[src/rtl/cpu_run_ctrl_pkg.sv]
// cpu_run_ctrl_pkg
//   Shared definitions for the CPU run-mode controller.
//   - run_mode_e : run-state encoding, also exported on the `mode` port
//   - BRK_RST    : breakpoint address after reset (never matches a real
//                  word-aligned PC, so a disarmed breakpoint cannot fire)
package cpu_run_ctrl_pkg;

    typedef enum logic [1:0] {
        CPU_PAUSE = 2'b00,
        CPU_STEP  = 2'b01,
        CPU_CONT  = 2'b10
    } run_mode_e;

    localparam logic [31:0] BRK_RST = 32'hFFFF_FFFF;

endpackage

[src/rtl/btn_pulse.sv]
// btn_pulse
//   Synchronizes a raw level button into the clk domain and emits a single
//   registered 1-cycle pulse per rising edge. A button held high produces
//   only one pulse.
//   Latency: raw rising before edge k -> pulse high in cycle k+SYNC_STAGES.
// Ports:
//   clk   - system clock
//   rstn  - asynchronous active-low reset
//   btn   - raw button level (asynchronous to clk)
//   pulse - one-cycle pulse per press
module btn_pulse #(
    parameter int SYNC_STAGES = 2
) (
    input  logic clk,
    input  logic rstn,
    input  logic btn,
    output logic pulse
);

    logic [SYNC_STAGES-1:0] sync_q;
    logic                   last_q;

    always_ff @(posedge clk or negedge rstn) begin
        if (!rstn) begin
            sync_q <= '0;
            last_q <= 1'b0;
            pulse  <= 1'b0;
        end else begin
            sync_q <= {sync_q[SYNC_STAGES-2:0], btn};
            last_q <= sync_q[SYNC_STAGES-1];
            pulse  <= sync_q[SYNC_STAGES-1] & ~last_q;
        end
    end

endmodule

[src/rtl/cpu_run_ctrl.sv]
// cpu_run_ctrl
//   Run-mode controller for the single-cycle CPU. Turns the step/cont
//   buttons into a single cpu_en qualifier, supports multi-step runs and a
//   hardware breakpoint, and reports run state for display.
// Ports:
//   clk, rstn   - clock, asynchronous active-low reset
//   step, cont  - raw button levels
//   step_n      - steps per step press (0 is treated as 1)
//   brk_set     - load brk_addr into the breakpoint (PAUSE only)
//   brk_clr     - disarm the breakpoint (any state, beats brk_set)
//   brk_addr    - breakpoint address to load
//   pc          - current CPU PC (registered CPU output)
//   cpu_en      - CPU executes one instruction at the next edge
//   pause, mode - run state
//   brk_hit     - last stop was caused by the breakpoint (sticky)
//   brk_vld     - breakpoint armed
//   steps_left  - remaining steps while in STEP
//   cyc_cnt     - number of cycles with cpu_en high (wraps)
module cpu_run_ctrl
    import cpu_run_ctrl_pkg::*;
#(
    parameter int SYNC_STAGES = 2,
    parameter int CNT_W       = 8
) (
    input  logic             clk,
    input  logic             rstn,
    input  logic             step,
    input  logic             cont,
    input  logic [CNT_W-1:0] step_n,
    input  logic             brk_set,
    input  logic             brk_clr,
    input  logic [31:0]      brk_addr,
    input  logic [31:0]      pc,
    output logic             cpu_en,
    output logic             pause,
    output logic [1:0]       mode,
    output logic             brk_hit,
    output logic             brk_vld,
    output logic [CNT_W-1:0] steps_left,
    output logic [31:0]      cyc_cnt
);

    logic             step_p;
    logic             cont_p;
    run_mode_e        state_q;
    logic [31:0]      brk_q;
    logic             skip_q;
    logic             hit;
    logic [CNT_W-1:0] steps_load;

    btn_pulse #(.SYNC_STAGES(SYNC_STAGES)) u_step_pulse (
        .clk   (clk),
        .rstn  (rstn),
        .btn   (step),
        .pulse (step_p)
    );

    btn_pulse #(.SYNC_STAGES(SYNC_STAGES)) u_cont_pulse (
        .clk   (clk),
        .rstn  (rstn),
        .btn   (cont),
        .pulse (cont_p)
    );

    // skip masks the match on the first enabled cycle after leaving PAUSE,
    // so a run can resume from the address it stopped on.
    assign hit        = brk_vld & (pc == brk_q) & ~skip_q;
    assign steps_load = (step_n == '0) ? CNT_W'(1) : step_n;

    // Combinational so a breakpoint match blocks the instruction at brk_q
    // in the same cycle, and so reset drops it without waiting for a clock.
    always_comb begin
        cpu_en = 1'b0;
        case (state_q)
            CPU_STEP: cpu_en = ~hit;
            CPU_CONT: cpu_en = ~hit & ~step_p;
            default:  cpu_en = 1'b0;
        endcase
    end

    assign mode  = state_q;
    assign pause = (state_q == CPU_PAUSE);

    always_ff @(posedge clk or negedge rstn) begin
        if (!rstn) begin
            state_q    <= CPU_PAUSE;
            steps_left <= '0;
            brk_hit    <= 1'b0;
            skip_q     <= 1'b0;
        end else begin
            if (cpu_en) skip_q <= 1'b0;
            case (state_q)
                CPU_PAUSE: begin
                    // step wins over a simultaneous cont
                    if (step_p) begin
                        state_q    <= CPU_STEP;
                        steps_left <= steps_load;
                        skip_q     <= 1'b1;
                        brk_hit    <= 1'b0;
                    end else if (cont_p) begin
                        state_q <= CPU_CONT;
                        skip_q  <= 1'b1;
                        brk_hit <= 1'b0;
                    end
                end
                CPU_STEP: begin
                    if (hit) begin
                        state_q <= CPU_PAUSE;
                        brk_hit <= 1'b1;
                    end else if (cont_p) begin
                        state_q    <= CPU_CONT;
                        steps_left <= '0;
                    end else if (steps_left <= CNT_W'(1)) begin
                        state_q    <= CPU_PAUSE;
                        steps_left <= '0;
                    end else begin
                        steps_left <= steps_left - CNT_W'(1);
                    end
                end
                CPU_CONT: begin
                    if (hit) begin
                        state_q <= CPU_PAUSE;
                        brk_hit <= 1'b1;
                    end else if (step_p) begin
                        state_q <= CPU_PAUSE;
                    end
                end
                default: begin
                    // unreachable encoding 2'b11
                    state_q    <= CPU_PAUSE;
                    steps_left <= '0;
                end
            endcase
        end
    end

    // Breakpoint register; a clear in the same cycle as a set wins.
    always_ff @(posedge clk or negedge rstn) begin
        if (!rstn) begin
            brk_q   <= BRK_RST;
            brk_vld <= 1'b0;
        end else if (brk_clr) begin
            brk_vld <= 1'b0;
        end else if (brk_set && (state_q == CPU_PAUSE)) begin
            brk_q   <= brk_addr;
            brk_vld <= 1'b1;
        end
    end

    always_ff @(posedge clk or negedge rstn) begin
        if (!rstn) begin
            cyc_cnt <= '0;
        end else begin
            cyc_cnt <= cyc_cnt + 32'(cpu_en);
        end
    end

endmodule

[config.mk]
export PLATFORM = sky130hd
export DESIGN_NAME = cpu_run_ctrl
export DESIGN_NICKNAME = d
export VERILOG_FILES = /design/src/rtl/cpu_run_ctrl_pkg.sv /design/src/rtl/btn_pulse.sv /design/src/rtl/cpu_run_ctrl.sv
export SDC_FILE = /design/constraint.sdc
export NUM_CORES = 1
export LEC_CHECK = 0
export CORE_MARGIN = 3
export CORE_UTILIZATION = 43
export CTS_CLUSTER_DIAMETER = 100
export CTS_CLUSTER_SIZE = 30
export DETAILED_ROUTE_END_ITERATION = 6
export GPL_TIMING_DRIVEN = 0
export PLACE_DENSITY = 0.8
export SYNTH_ARGS = -nofsm -noshare
export SYNTH_HDL_FRONTEND = slang
export SYNTH_HIERARCHICAL = 1
export SYNTH_SLANG_ARGS = --single-unit
export TNS_END_PERCENT = 1
[constraint.sdc]
create_clock -name clk -period 2.8 [get_ports clk]
set_input_delay 0.28 -clock clk [delete_from_list [all_inputs] [get_ports clk]]
set_output_delay 0.28 -clock clk [all_outputs]
set_load 0.02 [all_outputs]
# Word-level counts from Yosys, hierarchy flattened
# Index checks and enable logic that the tools add are counted.
[word_totals] regBits=85 in_bits=78 out_inout_bits=46 word_cells=72
[classes] add_sub_neg=2 magnitude_cmp=1 n_eq_ne=9 n_mux=25 bitwise_logic=12 reduce_logical=10
[op_table] cell="8-bit 2-to-1 mux" count=5
[op_table] cell="32-bit by 1-bit adder with 32-bit output" count=1
[op_table] cell="32-bit equality test" count=1
[op_table] cell="8-bit case mux with 3 select lines" count=1
[op_table] cell="2-bit 2-to-1 mux" count=7
[op_table] cell="1-bit 2-to-1 mux" count=9
[op_table] cell="3-bit AND reduction" count=3
[op_table] cell="8-bit by 1-bit less-or-equal comparator with 1-bit output (second input constant)" count=1
[op_table] cell="8-bit logical NOT" count=1
[op_table] cell="8-bit by 1-bit subtractor with 8-bit output (second input constant)" count=1
[op_table] cell="1-bit inverter" count=7
[op_table] cell="2-bit case mux with 3 select lines" count=1
[op_table] cell="1-bit AND" count=5
[op_table] cell="2-bit by 1-bit inequality test with 1-bit output (second input constant)" count=2
[op_table] cell="4-bit by 3-bit inequality test with 1-bit output (second input constant)" count=1
[op_table] cell="1-bit case mux with 2 select lines" count=2
[op_table] cell="2-bit nonzero test" count=2
[op_table] cell="3-bit by 1-bit inequality test with 1-bit output (second input constant)" count=1
[op_table] cell="3-bit by 2-bit inequality test with 1-bit output (second input constant)" count=1
[op_table] cell="2-bit by 1-bit equality test with 1-bit output (second input constant)" count=1
[op_table] cell="2-bit equality test (second input constant)" count=1
[op_table] cell="2-bit logical NOT" count=1
[op_table] cell="2-bit inequality test (second input constant)" count=1
[op_table] cell="2-bit AND reduction" count=1
[op_table] cell="2 further kinds" count=2

# Longest topological paths before layout
[depth] depth_word=10 ltp_mapped=13

# Hierarchy
# The synthesis kept the hierarchy.
[modules_own_cells] mod="cpu_run_ctrl" instances=1 cells_per_inst=369 area_each_um2=3997.6 seq_area_each_um2=1966.9
[modules_own_cells] mod="btn_pulse" instances=2 cells_per_inst=5 area_each_um2=113.9 seq_area_each_um2=100.1

# Worst setup path after synthesis
# OpenSTA, ideal clock, no wires.
[synth_timing] kind="register to register" start="reg state_q[1], in the netlist mode[1]" end="reg cyc_cnt[26]" t_arrival_ns=3.099 required_time_ns=2.670 path_slack_ns=-0.429 stages_incl_launch_ff=14 path_buffers=1 synth_period_minus_slack_ns=3.229 cell_sequence="dfrtp_1 > inv_1 > ha_1 > clkbuf_1 > o21ai_0 > nor2_1 > ha_1 > ha_1 > inv_1 > or3_1 > or3_1 > nor2_1 > nand2_1 > xnor2_1"
[synth_via] elab_chain_cells=3
[synth_rtl] item="from (decl)" line="cpu_run_ctrl.sv:45" rtl="run_mode_e state_q;"
[synth_rtl] item="from (signal assigned)" line="cpu_run_ctrl.sv:86" rtl="state_q <= CPU_PAUSE;"
[synth_rtl] item="from (signal assigned)" line="cpu_run_ctrl.sv:96" rtl="state_q <= CPU_STEP;"
[synth_rtl] item="from (signal assigned)" line="cpu_run_ctrl.sv:101" rtl="state_q <= CPU_CONT;"
[synth_rtl] item="2-bit equality test or 2-bit by 1-bit equality test with 1-bit output (tied branches)" line="cpu_run_ctrl.sv:74" rtl="case (state_q)"
[synth_rtl] item="1-bit case mux with 2 select lines *" line="cpu_run_ctrl.sv:74"
[synth_rtl] item="net cpu_en" line="cpu_run_ctrl.sv:34" rtl="output logic cpu_en,"
[synth_rtl] item="32-bit by 1-bit adder with 32-bit output *" line="cpu_run_ctrl.sv:154" rtl="cyc_cnt <= cyc_cnt + 32'(cpu_en);"
[synth_rtl] item="to (signal assigned)" line="cpu_run_ctrl.sv:154"
[synth_rtl] item="to (decl)" line="cpu_run_ctrl.sv:40" rtl="output logic [31:0] cyc_cnt"
# Mark *: on every way through the listed nets, which the timed path passes. The rest lies on a longest branch.
# A chain may end at the register's enable or synchronous reset.

# Worst setup path after layout
[layout_timing] start="reg brk_q[6]" end="reg cyc_cnt[26]"
[layout_via] elab_chain_cells=7
[layout_rtl] item="from (decl)" line="cpu_run_ctrl.sv:46" rtl="logic [31:0] brk_q;"
[layout_rtl] item="from (signal assigned)" line="cpu_run_ctrl.sv:145" rtl="brk_q <= brk_addr;"
[layout_rtl] item="32-bit equality test *" line="cpu_run_ctrl.sv:67" rtl="assign hit = brk_vld & (pc == brk_q) & ~skip_q;"
[layout_rtl] item="1-bit AND * (2 in a row)" line="cpu_run_ctrl.sv:67"
[layout_rtl] item="1-bit inverter *" line="cpu_run_ctrl.sv:75, cpu_run_ctrl.sv:76"
[layout_rtl] item="1-bit AND" line="cpu_run_ctrl.sv:76" rtl="CPU_CONT: cpu_en = ~hit & ~step_p;"
[layout_rtl] item="1-bit case mux with 2 select lines *" line="cpu_run_ctrl.sv:74"
[layout_rtl] item="32-bit by 1-bit adder with 32-bit output *" line="cpu_run_ctrl.sv:154"
# Mark *: on every way between the ends. The rest lies on a longest branch, timed or not.

==> qor.yml <==
drt:
  routedWlPerCell_um: 16.19
  drc: 0
  detail-route-antenna-nets: 0
  wl_mm: 10.59
  drtIter0Drc: 77
  viasPerCell: 5.124
  vias: 3351
  drt-pass1-iter-count: 5
sta:
  period_share_pct: 100.4
  slew_headroom_pct: 42.99
  max_freq_mhz: 355.9
  maxSlewViolCount: 0
  worst_pin_slew_ns: 0.8551
  setup_viol: 1
  rsz0062_at_grt: "yes"
  finalWorstSetupSlack_ns: -0.009808
  skew_ns: 0.01212
  hold_ws_ns: 0.3565
  fin_crit_ns: 2.810
  fin_setup_tns_ns: -0.009808
  hold_viol_final: 0
setup_path:
  cp.depth: 13
  crit_end: "cyc_cnt[26]"
  arrival_ns: 3.06
  slowest_delay_ns: 0.55
  ff2ff_setup_slack_ns: -0.01
  crit_start: "brk_q[6]"
  startpoint_type: "flip-flop"
  r2r_cells: 13
  critPathBufInv: 1
  critPathMaxFanout: 4
  critPathSlowestCell: "dfstp_2"
  cp.required_ns: 3.05
  worstPathCellList: "xor2_1, nor4_2, nand2_1, nor4_4, nor2_4, ha_4, ha_4, inv_2, or3_4, or3_4, nor2_4, nand2_2, xnor2_2"
  endpoint_kind: "flip-flop"
  reg2reg_to: "cyc_cnt[26]"
  worstSetupPathType: "reg2reg"
  r2r_start: "brk_q[6]"
  path_delay_family: "simple AND/OR/NAND/NOR gates"
place:
  port_buffers: 123
  place.gp.congestion: 0.8859
  dp.final_hpwl_mm: 7.625
outcome:
  violations: "negative setup slack"
  status: "finished with violations"
die:
  die_w_um: 105.1
  die_h_um: 105.1
  fp.coreArea_um2: 9415
  start_util_pct: 44.88
  die_area_um2: 11050
  rows: 35
  io_pins: 124
layout:
  antenna_cells: 0
  multi_input_area_um2: 2283
  area_growth_pct: 45.99
  final_net_count: 606
  regArea_um2: 2170
  drive_gt1_share_pct: 27.24
  nFillCells: 733
yosys:
  synth_area_um2: 4225
  synth.avg_cell_area_um2: 11.15
  synthCells: 379
  synth-seq-area-share_pct: 51.29
  synth_edf_count: 0
  syn_nets: 465
  synth-main-ff-cell: "dfrtp_1"
  yosysUniqueCellTypes: 42
  async_reset_ff_share_pct: 100.0
  ys_ff_latch: 85
  yosysWarningCount: 6
cts:
  clk_pin_slew_ns: 0.10
  numCtsBuffers: 9
  htreeDepth: 3
  clock_latency_ns: 0.36
  cts_tree: "built"
  clockBufferDepth: 2
  clock-sinks: 85
  cts-root-buf: "clkbuf_8"
global_routing:
  use_met2_pct: 31.16
  grt_pass1_wl_mm: 16.89
  grtUsageMet1_pct: 23.85
  grt_pass1_vias: 3464
  grt_busiest_layer: "met2"
  antenna_found_initial: 0
  grt_max_degree: 63
  track_usage_pct: 19.08
  grt.overflow.total: 0
  met3_usage_pct: 6.177
power_and_ir_drop:
  powerDensity_nw_per_um2: 818.1
  power.leakage_nw: 2.533
  vdd_drop_max_mv: 0.4024
job:
  maxCapViolCount: 0
hold_path:
  hold_path_class: "reg2reg"
[sequential cells by signal (all words and copies together) (netlist names), 2 cells and up]
signal               flops
mode                     2
brk_q                   32
cyc_cnt                 32
steps_left               8
u_cont_pulse/sync_q      2
u_step_pulse/sync_q      2
[stage by stage]
stage / setup WS, ns / cells / power (mW) / utilization (%) / cell area (um^2)
after CTS: -0.02312 / 651 / 4.952 / 63.71 / 5998
after detailed placement: -0.5451 / 632 / 4.052 / 60.74 / 5719
final: -0.009808 / 654 / 5.047 / 65.52 / 6168
after global routing: -0.1005 / 654 / 5.370 / 65.52 / 6168
after floorplan: 0.04144 / 379 / 3.337 / - / 4302
after global placement: -1.921 / 631 / 3.963 / 60.48 / 5694
[power breakdown]
part	switching (mW)	leakage, nW	internal (mW)
combinational	1.02	1.41	1.07
sequential	0.376	1.03	1.76
clock	0.475	0.0909	0.341
[cells in the final DEF, fill, tap and decap left out, types with 3 or more instances in the layout]
master and count:
clkbuf_1 4, o21ai_0 8, nor4_1 13, ha_1 5, nand2_1 26, clkdlybuf4s50_1 121, xnor2_1 16, nand2b_1 5
xor2_1 20, and3_1 6, nand3_1 13, mux2_2 35, nand4_1 4, nor2_1 25, dfstp_2 32, inv_1 7
buf_4 6, nor2b_2 4, nor3_1 7, nor2b_4 3, clkbuf_8 9, nor4_2 3, or3_1 4, a211o_1 3
dfrtp_1 51, a21oi_1 8, xor2_2 17, nor2b_1 15, or3_4 3
[worst min path at each step]
stage               depth (start not counted)                      to                   start
floorplan                                   0                 brk_hit                    rstn
global placement                            0  u_step_pulse/sync_q[1]  u_step_pulse/sync_q[0]
detailed placement                          1           steps_left[5]                    rstn
CTS                                         1  u_step_pulse/sync_q[0]                    step
global route                                1  u_cont_pulse/sync_q[0]                    cont
finish                                      0  u_cont_pulse/sync_q[1]  u_cont_pulse/sync_q[0]
[routing by layer]
layer / wire, um / vias up
met3: 650 / 19
met1: 4469 / 1654
met2: 5261 / 92
li1: - / 1586
met4: 204 / 0
met5: 0 / -
[cells in the mapped netlist (2+ instances only)]
master | n | area [um^2]
xnor2_1 | 18 | 157.7
o21ai_0 | 9 | 45.04
or3_1 | 7 | 43.79
clkbuf_1 | 4 | 15.01
xor2_1 | 37 | 324.1
mux2_2 | 35 | 394.1
nor4_1 | 16 | 100.1
o31ai_1 | 2 | 15.01
inv_1 | 9 | 33.78
ha_1 | 8 | 100.1
and3_1 | 6 | 37.54
nand2b_1 | 5 | 31.28
nand2_1 | 28 | 105.1
dfstp_2 | 32 | 840.8
nor3_1 | 9 | 45.04
a211o_1 | 3 | 26.28
nand3_1 | 15 | 75.07
nand4b_1 | 2 | 17.52
a21oi_1 | 8 | 40.04
nor2b_4 | 2 | 27.53
nor2b_1 | 20 | 125.1
nor4_2 | 2 | 25.02
nand4_1 | 4 | 25.02
dfrtp_1 | 53 | 1326
nor2_1 | 27 | 101.4
a211oi_1 | 2 | 15.01
[repair_timing]
item                       4_1_cts  5_1_grt
gates cloned                     0        0
setup buffers                    2        3
pin swaps                        4       14
hold buffers                     1        0
setup endpoints to repair       17       18
hold endpoints to repair        11        0
resized for setup               11       28
[logic make-up after synthesis]
group,after synthesis,share of synthesized area [%]
compound gates,33,5.182
xor+xnor,55,11.40
fa+ha+maj,8,2.369
buf+inv,15,1.510
flops,85,51.29
mux,36,9.565
simple gates,147,18.69
[layout make-up]
type	count	area share, %
Multi-Input combinational cell	279	37.02
Sequential cell	85	35.17
Timing Repair Buffer	130	21.12
Tap cell	129	2.617
Clock buffer	10	2.069
Clock inverter	6	0.9128
Buffer	6	0.5477
Inverter	9	0.5477
Power figures use the tool's default switching activity.
